### config.mk
export PLATFORM = sky130hd
export DESIGN_NAME = disp_scheduler
export DESIGN_NICKNAME = d
export VERILOG_FILES = /design/src/rtl/disp_pkg.sv /design/src/rtl/disp_slot_pick.sv /design/src/rtl/disp_scheduler.sv
export SDC_FILE = /design/constraint.sdc
export NUM_CORES = 1
export LEC_CHECK = 0
export CAP_MARGIN = 25
export CORE_UTILIZATION = 50
export DETAILED_ROUTE_END_ITERATION = 7
export PLACE_DENSITY = 0.78
export SLEW_MARGIN = 20
export SYNTH_ARGS = -nofsm -noshare
export SYNTH_HDL_FRONTEND = slang
export SYNTH_HIERARCHICAL = 1
export SYNTH_SLANG_ARGS = --single-unit
### constraint.sdc
create_clock -name clk -period 3.2 [get_ports clk]
set_input_delay 0.64 -clock clk [delete_from_list [all_inputs] [get_ports clk]]
set_output_delay 0.64 -clock clk [all_outputs]
set_load 0.01 [all_outputs]
### src/rtl/disp_pkg.sv
// disp_pkg: shared constants and types for the display scheduler
package disp_pkg;
  localparam int NUM_DISP = 4;
  typedef enum logic [1:0] {IDLE, LOAD, CLEAR} state_t;
  typedef logic [1:0] slot_t;
endpackage

### src/rtl/disp_slot_pick.sv
// disp_slot_pick: first enabled, not-yet-loaded slot searched upward from ptr with wrap
module disp_slot_pick
  import disp_pkg::*;
(
  input  logic [1:0]          ptr,
  input  logic [NUM_DISP-1:0] slot_en,
  input  logic [NUM_DISP-1:0] loaded,
  output logic [1:0]          slot,
  output logic                found
);
  // Walk from the farthest offset down so the nearest free slot after ptr wins
  always_comb begin
    slot = '0;
    found = 1'b0;
    for (int i = NUM_DISP - 1; i >= 0; i--) begin
      if (slot_en[ptr + 2'(i)] && !loaded[ptr + 2'(i)]) begin
        slot = ptr + 2'(i);
        found = 1'b1;
      end
    end
  end
endmodule

### src/rtl/disp_scheduler.sv
// disp_scheduler: loads accepted bytes into enabled display slots and clears the bank on request
module disp_scheduler #(
  parameter int HOLD_CYC = 1,
  parameter int NUM_DISP = disp_pkg::NUM_DISP
) (
  input  logic                clk,
  input  logic                Reset,
  input  logic [7:0]          data_in,
  input  logic                data_valid,
  output logic                data_ready,
  input  logic [NUM_DISP-1:0] slot_en,
  input  logic                clear_req,
  output logic [7:0]          inp,
  output logic                priem,
  output logic                SET1,
  output logic                SET2,
  output logic                SET3,
  output logic                SET4,
  output logic                Reset_1,
  output logic                Reset_2,
  output logic                Reset_3,
  output logic                Reset_4,
  output logic                full,
  output logic [2:0]          fill_cnt
);
  import disp_pkg::*;
  state_t state;
  slot_t ptr, tgt, pick;
  logic [NUM_DISP-1:0] loaded;
  logic [7:0] byte_q;
  logic [3:0] cnt;
  logic pend, found, in_idle, in_load, in_clr, accept, take_clr, load_done;
  disp_slot_pick u_pick (
    .ptr(ptr),
    .slot_en(slot_en),
    .loaded(loaded),
    .slot(pick),
    .found(found)
  );
  assign in_idle = state == IDLE;
  assign in_load = state == LOAD;
  assign in_clr = state == CLEAR;
  assign full = !Reset && |slot_en && ((loaded & slot_en) == slot_en);
  // A clear arriving this very cycle already blocks acceptance so it wins over data
  assign data_ready = !Reset && in_idle && |slot_en && !full && !pend && !clear_req && found;
  assign accept = data_valid && data_ready;
  assign take_clr = in_idle && (pend || clear_req);
  assign load_done = in_load && cnt == 4'(HOLD_CYC - 1);
  assign priem = in_load;
  assign inp = in_load ? byte_q : 8'h00;
  assign {SET4, SET3, SET2, SET1} = in_load ? 4'b0001 << tgt : 4'b0000;
  assign {Reset_4, Reset_3, Reset_2, Reset_1} = {4{in_clr}};
  // Control FSM with slot bookkeeping; a clear seen during LOAD is remembered and run right after it
  always_ff @(posedge clk or posedge Reset) begin
    if (Reset) begin
      state <= IDLE;
      ptr <= '0;
      tgt <= '0;
      loaded <= '0;
      fill_cnt <= '0;
      pend <= 1'b0;
      byte_q <= '0;
      cnt <= '0;
    end else if (in_clr) begin
      loaded <= '0;
      fill_cnt <= '0;
      ptr <= '0;
      pend <= clear_req;
      state <= IDLE;
    end else begin
      pend <= pend || clear_req;
      if (take_clr) begin
        state <= CLEAR;
      end else if (accept) begin
        byte_q <= data_in;
        tgt <= pick;
        cnt <= '0;
        state <= LOAD;
      end else if (in_load) begin
        cnt <= cnt + 4'd1;
        if (load_done) begin
          loaded[tgt] <= 1'b1;
          fill_cnt <= fill_cnt + 3'd1;
          ptr <= tgt + 2'd1;
          state <= (pend || clear_req) ? CLEAR : IDLE;
        end
      end
    end
  end
endmodule

==> qor.yml <==
sta:
  worst_pin_slew_ns: 0.7201
  fin_crit_sh_pct: 87.63
  finClkSkew_ns: 0.006127
  rsz0062_at_grt: "no"
  post-route-min-period_ns: 2.804
  slew_violations: 0
  hold_violations: 0
  fmax_mhz: 356.6
  setup_viol: 0
  maxSlewHeadroom_pct: 51.99
  fin_tns_setup_ns: 0
clock_tree:
  numCtsBuffers: 3
  cts.clk_slew.worst_paths_ns: 0.14
  root_buffer: "clkbuf_4"
  clockBufferDepth: 2
  postCtsHoldBufs: 0
  insertion_delay_ns: 0.32
  h-tree-depth: 1
  cts_tree: "done"
  clock_sinks: 26
critical_path:
  cp_slowest_cell: "clkdlybuf4s50_1"
  crit_type: "register to output port"
  required_ns: 2.56
  slowest_delay_ns: 0.67
  cp-start-kind: "register"
  critPathMaxFanout: 19
  cp_data_arrival_time_ns: 2.16
  end_kind: "output port"
  crit_chain: "inv_1, ha_1, clkdlybuf4s50_1"
placement:
  gp_congestion: 0.8694
  dp_hpwl_um: 2567
  port_buffers: 37
routing:
  drt-initial-drc-count: 57
  drc_errors: 0
  ant_nets: 0
  totalWireLength_um: 3372
  avgRoutedWirePerCell_um: 14.53
  vias: 1251
  vias_per_cell: 5.392
  dr.pass1.iters: 4
cells_and_area:
  antenna_cells: 0
  drive_gt1_share_pct: 12.23
  final_cell_mix: "clkdlybuf4s50_1, dfrtp_1, and2_1"
  multiInputGateArea_um2: 857.1
  area_delta_synth_final_pct: 27.60
  fin_util_pct: 66.86
  layout_commonest_cell: "clkdlybuf4s50_1"
  register_area_um2: 650.6
  nets: 216
  fill_cells: 233
floorplan:
  start_util_pct: 52.40
  die_h_um: 58.33
  dieArea_mm2: 0.003402
  rows: 20
  chipWidth_um: 58.33
  io_pins: 38
  core_mm2: 0.003028
grt:
  grt_antenna_before_repair: 0
  grt_overflow_total: 0
  track_usage_pct: 22.16
  grt_pass1_wl_um: 5809
  grt_max_degree: 27
  grt_pass1_vias: 1305
synth:
  synth-seq-cells: 26
  synthTopCellsByArea: "dfrtp_1, ha_1, and2_1"
  synthCells: 152
  ys_warn_count: 6
  synth_edf_count: 0
  netlist_area_mm2: 0.001587
  ys_async_sr_fraction_pct: 100.0
  synth-seq-area-share_pct: 41.01
  synthDistinctLibCells: 48
  netlist.area_leader.share_pct: 41.01
  synth_area_per_cell_um2: 10.44
  synth_nets: 178
  synth-main-ff-cell: "dfrtp_1"
  yosysTopAreaCell: "dfrtp_1"
pwr:
  clock_power_share_pct: 12.1
  pwr-share-comb_pct: 44.5
  p_leak_nw: 0.9039
  power.density_mw_per_mm2: 560.2
  p_seq_share_pct: 43.3
  internal_power_mw: 0.7153
  finalPower_mw: 1.134
  sw_frac_of_total_pct: 36.92
  p_sw_mw: 0.4187
  ir_worst_vdd_uv: 285.9
flow_run:
  maxCapViolCount: 0
hold_path:
  worstHoldPathType: "register to register"
run_status:
  outcome: "finished, final reports clean"
-- cell type report --
cell class	count	share of cell area, %
sequential	26	32.14
multi-input combinational	108	42.34
tap	44	2.719
inverter	11	2.040
clock buffer	3	1.112
timing repair buffer	40	19.65
-- sequential cells by signal, summed over array words and instances, names as in the netlist --
signal,cells
cnt,4
fill_cnt,3
tgt,2
byte_q,8
pend,1
state,2
loaded,4
ptr,2
-- critical path: cells and delay by family (launching register included) --
| kind | cells | cell delay, ns |
|---|---|---|
| buffers and inverters | 2 | 0.80 |
| adder cells (fa/ha/maj) | 1 | 0.64 |
| flip-flops | 1 | 0.41 |
-- metal layers --
layer / vias to the layer above / GRT usage, % / wire length [µm]
li1: 607 / - / -
met1: 609 / 26.76 / 1427
met2: 29 / 42.04 / 1796
met3: 6 / 2.637 / 110
met4: 0 / 5.102 / 38
met5: - / 0 / 0
-- path summary, 6_finish.rpt --
check | startpoint | endpoint | slack [ns] | depth (start not counted)
setup / recovery | state[0] | Reset_4 | 0.40 | 3
hold / removal | byte_q[0] | byte_q[0] | 0.50 | 1
setup reg to reg | loaded[2] | byte_q[4] | 0.80 | 10
hold reg to reg | byte_q[0] | byte_q[0] | 0.50 | 1
max in group asynchronous | Reset | cnt[0] | 2.22 | 3
min in group asynchronous | Reset | loaded[1] | 0.73 | 3
-- synth_stat cells (all sizes together) (2+ instances only) --
master	count
a211oi	2
a21oi	6
a31oi	5
a32o	2
and2	14
buf	4
clkbuf	3
dfrtp	26
ha	10
inv	11
mux2	10
nand2	3
nand2b	7
nand3	4
nand4	2
nor2	7
nor2b	5
nor3	4
nor3b	2
o21ai	6
xor2	2
-- power groups by stage --
stage / combinational (mW) / sequential [mW] / clock (mW)
final: 0.505 / 0.491 / 0.138
after global routing: 0.567 / 0.508 / 0.155
after CTS: 0.506 / 0.492 / 0.138
after detailed placement: 0.504 / 0.499 / 0
after global placement: 0.488 / 0.490 / 0
after floorplan: 0.363 / 0.483 / 0
-- what timing repair did --
action                                  in CTS  in global routing
buffers inserted                             0                  1
endpoints found under the setup margin       1                  1
gates resized for setup                      1                  3
gates cloned                                 0                  0
-- cell families after synthesis --
group           synth area share, %
flops                         41.01
compound gates                14.75
simple gates                  21.53
xor+xnor                      1.656
buf+inv                       5.441
fa+ha+maj                     7.886
mux                           7.728
-- stage by stage --
stage / setup slack, ns / instances / cell area, µm² / hold WS (ns)
2_1_floorplan: 1.001 / 152 / 1587 / 0.4489
3_3_place_gp: 0.08809 / 228 / 1982 / 0.4604
3_5_place_dp: -0.02590 / 228 / 1982 / 0.4736
4_1_cts: 0.02049 / 231 / 2007 / 0.5043
5_1_grt: 0.3031 / 232 / 2024 / 0.5291
6_report: 0.3960 / 232 / 2024 / 0.4968
No activity file was read; power rests on OpenSTA's default activity.
